$ cat config.mk
export PLATFORM = sky130hd
export DESIGN_NAME = rv_multicycle_ctrl
export DESIGN_NICKNAME = d
export VERILOG_FILES = /design/src/rtl/rv_multicycle_ctrl.sv
export SDC_FILE = /design/constraint.sdc
export NUM_CORES = 1
export LEC_CHECK = 0
export ABC_AREA = 1
export CAP_MARGIN = 20
export CORE_AREA = 2 2 112 114
export DETAILED_ROUTE_END_ITERATION = 12
export DIE_AREA = 0 0 114 116
export GPL_TIMING_DRIVEN = 0
export SLEW_MARGIN = 20
export SYNTH_ARGS = -nofsm -noshare
export SYNTH_HDL_FRONTEND = slang
export SYNTH_SLANG_ARGS = --single-unit
$ cat constraint.sdc
create_clock -name clk -period 5.6 [get_ports clk]
set_clock_uncertainty 0.2 [all_clocks]
set_input_delay 1.68 -clock clk [delete_from_list [all_inputs] [get_ports clk]]
set_output_delay 1.68 -clock clk [all_outputs]
set_load 0.05 [all_outputs]
$ cat src/rtl/rv_multicycle_ctrl.sv
// ---------------------------------------------------------------------------
// rv_multicycle_ctrl
//
// Control FSM for a multi-cycle RV32I datapath. It steps each instruction
// through FETCH, DECODE, EXEC, MEM and WB. It raises the control strobes that
// the PC, IR, register file, ALU and data memory need in each state, and it
// stretches FETCH and MEM for as long as the memories hold off their ready
// lines.
//
// Parameters
//   CNT_W          width of the retired-instruction counter (wraps)
//   ILLEGAL_CNT_W  width of the illegal-instruction counter (saturates)
//
// Ports
//   clk, reset     rising-edge clock; asynchronous active-high reset
//   opcode, rd,    decoded instruction fields; stable while the IR holds
//   funct3, funct7
//   imem_ready     instruction memory has data this cycle
//   dmem_ready     data memory access completes this cycle
//   branch_taken   ALU branch-condition result, meaningful in EXEC
//   imem_req, ir_write, pc_write, pc_src, alu_src, alu_op,
//   mem_read, mem_write, mem_to_reg, reg_write
//                  datapath control strobes, decoded combinationally
//   illegal        one-cycle pulse when DECODE rejects an encoding
//   state          current FSM state, for debug
//   retired        count of completed instructions
//   illegal_cnt    count of rejected instructions
// ---------------------------------------------------------------------------
module rv_multicycle_ctrl #(
  parameter int CNT_W         = 32,
  parameter int ILLEGAL_CNT_W = 8
) (
  input  logic                     clk,
  input  logic                     reset,
  input  logic [6:0]               opcode,
  input  logic [4:0]               rd,
  input  logic [2:0]               funct3,
  input  logic [6:0]               funct7,
  input  logic                     imem_ready,
  input  logic                     dmem_ready,
  input  logic                     branch_taken,
  output logic                     imem_req,
  output logic                     ir_write,
  output logic                     pc_write,
  output logic                     pc_src,
  output logic                     alu_src,
  output logic [1:0]               alu_op,
  output logic                     mem_read,
  output logic                     mem_write,
  output logic                     mem_to_reg,
  output logic                     reg_write,
  output logic                     illegal,
  output logic [2:0]               state,
  output logic [CNT_W-1:0]         retired,
  output logic [ILLEGAL_CNT_W-1:0] illegal_cnt
);

  typedef enum logic [2:0] {
    FETCH  = 3'd0,
    DECODE = 3'd1,
    EXEC   = 3'd2,
    MEM    = 3'd3,
    WB     = 3'd4
  } state_t;

  localparam logic [6:0] OP_R      = 7'b0110011;
  localparam logic [6:0] OP_IALU   = 7'b0010011;
  localparam logic [6:0] OP_LOAD   = 7'b0000011;
  localparam logic [6:0] OP_STORE  = 7'b0100011;
  localparam logic [6:0] OP_BRANCH = 7'b1100011;

  localparam logic [1:0] ALU_ADD   = 2'b00;
  localparam logic [1:0] ALU_SUB   = 2'b01;
  localparam logic [1:0] ALU_FUNCT = 2'b10;

  localparam logic [CNT_W-1:0]         RetireInc  = {{(CNT_W-1){1'b0}}, 1'b1};
  localparam logic [ILLEGAL_CNT_W-1:0] IllegalInc = {{(ILLEGAL_CNT_W-1){1'b0}}, 1'b1};

  state_t                     r_state;
  logic [CNT_W-1:0]           r_retired;
  logic [ILLEGAL_CNT_W-1:0]   r_illegalCnt;

  state_t w_nextState;
  logic   w_retire;
  logic   w_illegalHit;
  logic   w_isRType;
  logic   w_isIAlu;
  logic   w_isLoad;
  logic   w_isStore;
  logic   w_isBranch;
  logic   w_isMemOp;
  logic   w_legal;

  // Instruction classification. Only the subset this datapath implements is
  // accepted: base R-type ALU ops plus SUB/SRA (funct7 0100000 is valid only
  // with funct3 000 or 101), any I-type ALU op, word loads/stores, and
  // BEQ/BNE. Everything else is reported as illegal in DECODE.
  assign w_isRType  = (opcode == OP_R) &&
                      ((funct7 == 7'b0000000) ||
                       ((funct7 == 7'b0100000) &&
                        ((funct3 == 3'b000) || (funct3 == 3'b101))));
  assign w_isIAlu   = (opcode == OP_IALU);
  assign w_isLoad   = (opcode == OP_LOAD)   && (funct3 == 3'b010);
  assign w_isStore  = (opcode == OP_STORE)  && (funct3 == 3'b010);
  assign w_isBranch = (opcode == OP_BRANCH) &&
                      ((funct3 == 3'b000) || (funct3 == 3'b001));
  assign w_isMemOp  = w_isLoad || w_isStore;
  assign w_legal    = w_isRType || w_isIAlu || w_isMemOp || w_isBranch;

  // Next-state selection. w_retire marks the final cycle of an instruction
  // (branch EXEC, store MEM completion, or WB) so the counter bumps on the
  // same edge that returns the FSM to FETCH. The unused codes 5-7 fall into
  // the default arm and recover to FETCH.
  always_comb begin
    w_nextState  = FETCH;
    w_retire     = 1'b0;
    w_illegalHit = 1'b0;
    case (r_state)
      FETCH: begin
        w_nextState = imem_ready ? DECODE : FETCH;
      end
      DECODE: begin
        if (w_legal) begin
          w_nextState = EXEC;
        end else begin
          w_illegalHit = 1'b1;
        end
      end
      EXEC: begin
        if (w_isBranch) begin
          w_retire = 1'b1;
        end else if (w_isMemOp) begin
          w_nextState = MEM;
        end else if (w_isRType || w_isIAlu) begin
          w_nextState = WB;
        end
      end
      MEM: begin
        if (w_isLoad) begin
          w_nextState = dmem_ready ? WB : MEM;
        end else if (w_isStore) begin
          if (dmem_ready) begin
            w_retire = 1'b1;
          end else begin
            w_nextState = MEM;
          end
        end
      end
      WB: begin
        w_retire = 1'b1;
      end
      default: begin
        w_nextState = FETCH;
      end
    endcase
  end

  // Datapath strobes. They are decoded combinationally so that each strobe
  // can follow the ready and taken inputs within the same cycle. All of them
  // are held low while reset is asserted. Without that, FETCH (the reset
  // state) would raise imem_req during reset.
  always_comb begin
    imem_req   = 1'b0;
    ir_write   = 1'b0;
    pc_write   = 1'b0;
    pc_src     = 1'b0;
    alu_src    = 1'b0;
    alu_op     = ALU_ADD;
    mem_read   = 1'b0;
    mem_write  = 1'b0;
    mem_to_reg = 1'b0;
    reg_write  = 1'b0;
    illegal    = 1'b0;
    if (!reset) begin
      case (r_state)
        FETCH: begin
          imem_req = 1'b1;
          if (imem_ready) begin
            ir_write = 1'b1;
            pc_write = 1'b1;
          end
        end
        DECODE: begin
          illegal = !w_legal;
        end
        EXEC: begin
          if (w_isRType) begin
            alu_op = ALU_FUNCT;
          end else if (w_isIAlu) begin
            alu_op  = ALU_FUNCT;
            alu_src = 1'b1;
          end else if (w_isMemOp) begin
            alu_op  = ALU_ADD;
            alu_src = 1'b1;
          end else if (w_isBranch) begin
            alu_op   = ALU_SUB;
            pc_src   = 1'b1;
            pc_write = branch_taken;
          end
        end
        MEM: begin
          mem_read  = w_isLoad;
          mem_write = w_isStore;
        end
        WB: begin
          reg_write  = (rd != 5'd0);
          mem_to_reg = w_isLoad;
        end
        default: begin
          imem_req = 1'b0;
        end
      endcase
    end
  end

  // State and counters. The retired count wraps naturally. The illegal count
  // stops at all-ones, so a stream of bad encodings cannot roll it back to
  // a small value.
  always_ff @(posedge clk or posedge reset) begin
    if (reset) begin
      r_state      <= FETCH;
      r_retired    <= '0;
      r_illegalCnt <= '0;
    end else begin
      r_state <= w_nextState;
      if (w_retire) begin
        r_retired <= r_retired + RetireInc;
      end
      if (w_illegalHit && (r_illegalCnt != {ILLEGAL_CNT_W{1'b1}})) begin
        r_illegalCnt <= r_illegalCnt + IllegalInc;
      end
    end
  end

  assign state       = r_state;
  assign retired     = r_retired;
  assign illegal_cnt = r_illegalCnt;

endmodule

# After elaboration in Yosys (flattened, before gate mapping)
# Cells that the tools add are included.
totals:
  ff_bits: 43
  input_bits: 27
  output_inout_bits: 55
  wordCells: 91
op_classes:
  addsub: 2
  eq_ne: 14
  n_mux: 54
  n_reduce_logical: 18
op_table:
  columns: ["cell", "count"]
  rows:
  - ["2-to-1 mux 1 bit", 39]
  - ["adder 32 x 1 -> 32 bit, second input constant", 1]
  - ["== test 7 x 6 -> 1 bit, second input constant", 3]
  - ["2-to-1 mux 3 bit", 5]
  - ["2-to-1 mux 2 bit", 7]
  - ["case mux 3 bit (4 select lines)", 1]
  - ["== test 3 x 2 -> 1 bit, second input constant", 3]
  - ["adder 8 x 1 -> 8 bit, second input constant", 1]
  - ["inequality test 8 bit, second input constant", 1]
  - ["== test 7 x 2 -> 1 bit, second input constant", 1]
  - ["== test 7 x 5 -> 1 bit, second input constant", 1]
  - ["== test 7 bit, second input constant", 1]
  - ["logical NOT 7 bit", 1]
  - ["logical OR 1 bit", 7]
  - ["== test 3 x 1 -> 1 bit, second input constant", 2]
  - ["== test 3 bit, second input constant", 2]
  - ["logical AND 1 bit", 6]
  - ["logical NOT 3 bit", 2]
  - ["nonzero test 5 bit", 1]
  - ["case mux 1 bit (3 select lines)", 1]
  - ["case mux 1 bit (2 select lines)", 1]
  - ["logical NOT 1 bit", 1]

# Depth between registers and ports, before layout
# Gate-level depths: netlist of run 1.
logic_depth:
  ltp_word: 11
  mapped_depth: 12

# Worst setup path after synthesis of run 1
# Ideal clock, no wire load.
synth_path:
  path_type: "input to output"
  start: "in reset"
  end: "out alu_src"
  arrival_time_ps: 3809
  t_required_ps: 3720
  setup_slack_ps: -89
  path_stages: 4
  n_path_buf: 1
  cell_sequence: "clkbuf_1 -> inv_1 -> nand3_1 -> a21oi_1"
synth_between:
  elab_chain_cells: 1
synth_lines:
  columns: ["element", "line_no", "source"]
  rows:
  - ["start, declared", "34", "input logic reset,"]
  - ["2-to-1 mux 1 bit", "174", "if (!reset) begin"]
  - ["end, declared", "46", "output logic alu_src,"]
# Every way passes these cells.

# Worst setup path in the final report of run 1
layout_path:
  start: "in opcode[6]"
  end: "out alu_op[0]"
layout_between:
  elab_chain_cells: 8
layout_lines:
  columns: ["element", "line_no", "source"]
  rows:
  - ["start, declared", "35", "input logic [6:0] opcode,"]
  - ["== test 7 bit (tied with other cells)", "105", "assign w_isBranch = (opcode == OP_BRANCH) &&"]
  - ["logical AND 1 bit, on equally long branches", "105, 103, 104", null]
  - ["2-to-1 mux 1 bit or logical OR 1 bit (tied branches)", "195, 107", null]
  - ["2-to-1 mux 1 bit", "192", "end else if (w_isMemOp) begin"]
  - ["2-to-1 mux 2 bit", "189", "end else if (w_isIAlu) begin"]
  - ["2-to-1 mux 2 bit (*)", "187", "if (w_isRType) begin"]
  - ["2-to-1 mux 2 bit (*)", "175", "case (r_state)"]
  - ["2-to-1 mux 2 bit (*)", "174", null]
  - ["end, declared", "47", "output logic [1:0] alu_op,"]
# Every way passes the cells marked *; elsewhere a longest branch is shown, timed or not.

==> results of run 1 <==
[synthesized netlist by cell type (all sizes together)]
cell type	count	share of area
dfrtp	43	0.36
nor3	23	0.048
nand4	14	0.030
clkbuf	1	0.0013
buf	8	0.020
a22oi	1	0.0025
xor2	9	0.027
nor2	56	0.076
a211oi	1	0.0025
or2	2	0.0042
o22ai	1	0.0021
nand2	170	0.22
inv	54	0.068
xnor2	3	0.0089
ha	2	0.0084
nor3b	1	0.0025
nand3b	2	0.0051
nand3	41	0.077
a21oi	2	0.0034
o21ai	20	0.035
[worst register-to-register path: stages (launching register included)]
cell and delay, ns:
dfrtp_1 0.48, ha_1 0.24, nand2_1 0.07, nor2_2 0.18, nand2_2 0.12, nor3_4 0.25, nand2_1 0.15, nor2_1 0.16
nand2_1 0.07, nand2_1 0.05, nand2_1 0.05
[worst max path at each step]
stage	cells after the start	to	start	slack [ns]
3_5_place_dp	5	alu_op[1]	reset	-0.58
3_3_place_gp	5	alu_op[1]	reset	-0.58
6_report	7	alu_op[0]	opcode[6]	0.18
4_1_cts	10	illegal	opcode[4]	0.02
2_1_floorplan	4	alu_src	reset	0.36
5_1_grt	7	alu_op[0]	opcode[6]	0.04
[sequential cells by signal, indices dropped and copies added, names as in the netlist]
signal	count
retired	32
illegal_cnt	8
state	3
[routing by layer]
| metal | share of wire | GRT usage | wire length [um] | vias up |
|---|---|---|---|---|
| met5 | 0 | 0 | 0 | - |
| met4 | 0.014 | 0.0407 | 125 | 0 |
| met3 | 0.071 | 0.0319 | 646 | 12 |
| met2 | 0.47 | 0.243 | 4230 | 101 |
| met1 | 0.45 | 0.184 | 4080 | 1433 |
| li1 | - | - | - | 1626 |
[cells by family (layout without fill, tap and decap cells)]
| kind of cell | after synthesis | after routing |
|---|---|---|
| flops | 43 | 43 |
| xor+xnor | 12 | 12 |
| fa+ha+maj | 2 | 2 |
| buf+inv | 63 | 153 |
| compound gates | 25 | 25 |
| simple gates | 309 | 309 |
[per-stage QoR]
step	std cells	hold WS, ns
after floorplan	454	0.572
after global placement	681	0.314
after detailed placement	681	0.322
after CTS	691	0.337
after global routing	691	0.373
final	691	0.332
[layout make-up]
cell class | count | area, sq um
clock inverters | 1 | 30.0
clock buffers | 6 | 129
repair inverters | 2 | 12.5
plain buffers | 9 | 62.6
multi-input cells | 348 | 1630
flip-flops and latches | 43 | 1080
repair buffers | 81 | 816
fillers | 1301 | 7770
well taps | 147 | 184
inverters | 54 | 206
[power groups by stage]
| stage | sequential (W) | combinational [W] | clock, W |
|---|---|---|---|
| floorplan | 0.000410 | 0.0000560 | 0 |
| global placement | 0.000356 | 0.000178 | 0 |
| detailed placement | 0.000356 | 0.000180 | 0 |
| CTS | 0.000351 | 0.000182 | 0.000331 |
| global route | 0.000355 | 0.000193 | 0.000341 |
| finish | 0.000352 | 0.000180 | 0.000322 |
[repair_timing]
action                                  CTS  global route
gates resized for setup                   3             8
endpoints found under the setup margin    7             7
setup buffers                             1             0
cloned                                    2             0
endpoints found under the hold margin     0             0
==> flow_summary.ini, run 1 <==
[status]
status = complete, no violations

[critical_path]
r2r_start = retired[0]
crit_slowest_cell = clkdlybuf4s50_1
ff2ff_path_depth = 10
path_cells = clkdlybuf4s50_1 -> nand3_1 -> nor2_1 -> nand3_1 -> nor2_1 -> buf_4 -> dlygate4sd2_1
crit_family = buffers and inverters
cp_num_buf_inv = 3
worstPathRequired_ns = 3.72
cpPeakStageDelay_ns = 0.57
rrSetupSlack_ns = 3.47
worstSetupPathType = in -> out
crit_fanout = 5
arrival_ns = 3.54
r2r-end = retired[20]
startpoint_type = input pin
end_kind = primary output

[sta]
period_minus_slack_ns = 5.42
setup_viol = 0
setup_slack_ns = 0.179
clock.fmax_mhz = 184
drv_slew = 0
hold_violations = 0
tightest_slew_ns = 0.735
setup_tns_ns = 0
grt_setup_unrepaired = false
post-route-period-util = 0.968
slew_headroom = 0.510

[final_layout]
drive_gt1_frac = 0.0735
area_growth_syn_to_layout_pct = 39.6
fin_area_sq_um = 4140
final_common_cell = nand2_1
diodes = 0
layout.nets = 573
final_cell_mix = nand2_1 (168), clkdlybuf4s50_1 (71), nor2_1 (52), inv_1 (47), dfrtp_1 (43)
finish.utilization = 0.348

[route]
drc_errors = 0
drtAntennaViolNets = 0
wl_per_cell_um = 13.1
firstDrtPassIters = 4
routed_via_density = 4.59
wirelength_mm = 9.08
drt-initial-drc-count = 146
via_count = 3172

[clock_tree]
cts_tree = built
htreeDepth = 2
root_buffer = clkbuf_16
clkLatencyLatePin_ns = 0.28
cts-buffers-inserted = 5
clockBufferDepth = 2
hold_buffers = 0
cts.clk_slew.worst_paths_ns = 0.06
clock-sinks = 43

[logic_synthesis]
synth_compound_area_frac = 0.0456
syn-num-nets = 483
synthXorXnorAreaFrac = 0.0354
syn_area_sq_um = 2970
synthMuxAreaShare = 0
yosys.area_share.adder = 0.00844
synth-simple-area-share = 0.458
yosys_register_bits = 43
yosysSeqAreaShare = 0.363
synth_top_family_by_area = simple AND/OR/NAND/NOR gates
synthCells = 454
syn_area_per_cell_sq_um = 6.53
synth_cell_types = 33
yosys_warnings = 0

[power_and_ir_drop]
p_int_w = 0.000604
power_frac_comb = 0.211
clock_power_share = 0.377
p_per_area_nw_per_um2 = 206
vdd_drop_max_uv = 239
pwr-share-seq = 0.412
p_total_w = 0.000854
p_leak_nw = 1.86
switchingPower_w = 0.000250
switching_share = 0.293

[global_routing]
grt_pass1_vias = 3169
grt_max_degree = 23
grt_pass1_wl_mm = 15.2
antenna_found_initial = 0
track_usage = 0.143
overflow = 0

[floorplan]
row_count = 40
initial_core_util = 0.249
io_pins = 82
die-area_sq_um = 13200
die_h_um = 116
die_x_um = 114
core-area_sq_um = 11900

[min_path]
min_path_type = reg -> reg
min_from = retired[10]
hold_depth = 2
whs_endpoint = retired[10]

[place]
dp.final_hpwl_mm = 6.92
io_buffer_count = 80
gp_congestion = 0.913
place_area_sq_um = 3960
pre_cts_ws_ns = -0.579

[run]
maxCapViolCount = 0
(Power assumes the default switching activity.)
==> run 2, diff against run 1 <==
- clock period: 5.6 -> 5.24 ns (I/O delays scaled with it)
==> flow_summary.ini, run 2 (synthesis results as in run 1) <==
[status]
status = complete, no violations

[critical_path]
arrival_ns = 3.29
worstSetupPathType = in -> out
end_kind = primary output
startpoint_type = input pin
worstPathRequired_ns = 3.47
crit_fanout = 5

[place]
place_area_sq_um = 3960
pre_cts_ws_ns = -0.723
dp.final_hpwl_mm = 6.92
gp_congestion = 0.913
io_buffer_count = 80

[clock_tree]
cts_tree = built
root_buffer = clkbuf_16
hold_buffers = 0
clkLatencyLatePin_ns = 0.28
cts.clk_slew.worst_paths_ns = 0.06
clock-sinks = 43
clockBufferDepth = 2
htreeDepth = 2
cts-buffers-inserted = 5

[route]
drtAntennaViolNets = 0
drc_errors = 0
via_count = 3195
wl_per_cell_um = 13.2
routed_via_density = 4.62
wirelength_mm = 9.11
firstDrtPassIters = 4
drt-initial-drc-count = 156

[global_routing]
antenna_found_initial = 0
track_usage = 0.143
grt_util_met1 = 0.184
use_met2 = 0.243
grt_pass1_vias = 3175
grt_pass1_wl_mm = 15.3
grtUsageMet3 = 0.0319
grt-busiest-layer = met2
overflow = 0
grt_max_degree = 23

[floorplan]
die-area_sq_um = 13200
row_count = 40
initial_core_util = 0.249
core-area_sq_um = 11900
die_x_um = 114
io_pins = 82
die_h_um = 116

[power_and_ir_drop]
vdd_drop_max_uv = 257
p_leak_nw = 1.77
p_per_area_nw_per_um2 = 222

[final_layout]
layout.nets = 573
drive_gt1_frac = 0.0772
largest_reg_flops = 32
fin_area_sq_um = 4110
final_cell_mix = nand2_1 (168), clkdlybuf4s50_1 (71), nor2_1 (52), inv_1 (47), dfrtp_1 (43)
final_common_cell = nand2_1
diodes = 0
area_growth_syn_to_layout_pct = 38.7

[sta]
grt_setup_unrepaired = true
post-route-period-util = 0.967
setup_viol = 0
slew_headroom = 0.517
period_minus_slack_ns = 5.07
drv_slew = 0
tightest_slew_ns = 0.725
setup_slack_ns = 0.173
hold_violations = 0
clock.fmax_mhz = 197

[run]
maxCapViolCount = 0

[min_path]
min_path_type = reg -> reg
[run 2: what timing repair did]
item                       CTS  global route
gates resized for setup     11             7
pin swaps                    0             1
gates cloned                 2             0
setup buffers                1             0
setup endpoints to repair   10             3
[run 2: report_power, final]
part           switching (W)  internal, W
Combinational       0.000120    0.0000727
Clock               0.000123     0.000222
Sequential         0.0000264     0.000350
Total               0.000269     0.000645
[run 2: area by class of cell]
type,instances,area [sq um]
fillers,1304,7800
repair buffers,81,788
inverters,54,206
clock inverters,1,30.0
multi-input cells,348,1630
well taps,147,184
plain buffers,9,62.6
flip-flops and latches,43,1080
repair inverters,2,12.5
clock buffers,6,129
[run 2: worst max-delay path: stages]
cell and delay, ns:
clkdlybuf4s50_1 0.50, nor2_1 0.13, nand2_1 0.06, nor2_1 0.09, nand3_1 0.08, nand2_1 0.15, inv_1 0.08, nor2_1 0.09
dlygate4sd2_1 0.54
[run 2: worst paths after layout]
check | end | depth (start not counted) | start | slack [ns]
setup / recovery | alu_op[1] | 9 | opcode[6] | 0.17
hold / removal | retired[10] | 2 | retired[10] | 0.34
setup reg to reg | retired[20] | 10 | retired[0] | 3.08
hold reg to reg | retired[10] | 2 | retired[10] | 0.34
max in group asynchronous | retired[22] | 2 | reset | 3.02
min in group asynchronous | retired[3] | 3 | reset | 1.47
[run 2: per-stage QoR]
| stage | hold WS, ns | utilization | instances | setup TNS [ns] | power [W] |
|---|---|---|---|---|---|
| 6_report | 0.337 | 0.345 | 691 | 0 | 0.000914 |
| 5_1_grt | 0.373 | 0.345 | 691 | -0.00579 | 0.000951 |
| 4_1_cts | 0.337 | 0.346 | 691 | 0 | 0.000924 |
| 3_5_place_dp | 0.322 | 0.332 | 681 | -3.65 | 0.000573 |
| 3_3_place_gp | 0.314 | 0.332 | 681 | -3.65 | 0.000571 |
| 2_1_floorplan | 0.572 | - | 454 | 0 | 0.000499 |
[run 2: per-layer routing]
layer | vias to the layer above | routed length [um]
met5 | - | 0
met4 | 0 | 134
met3 | 13 | 627
met2 | 105 | 4170
met1 | 1450 | 4170
li1 | 1627 | -
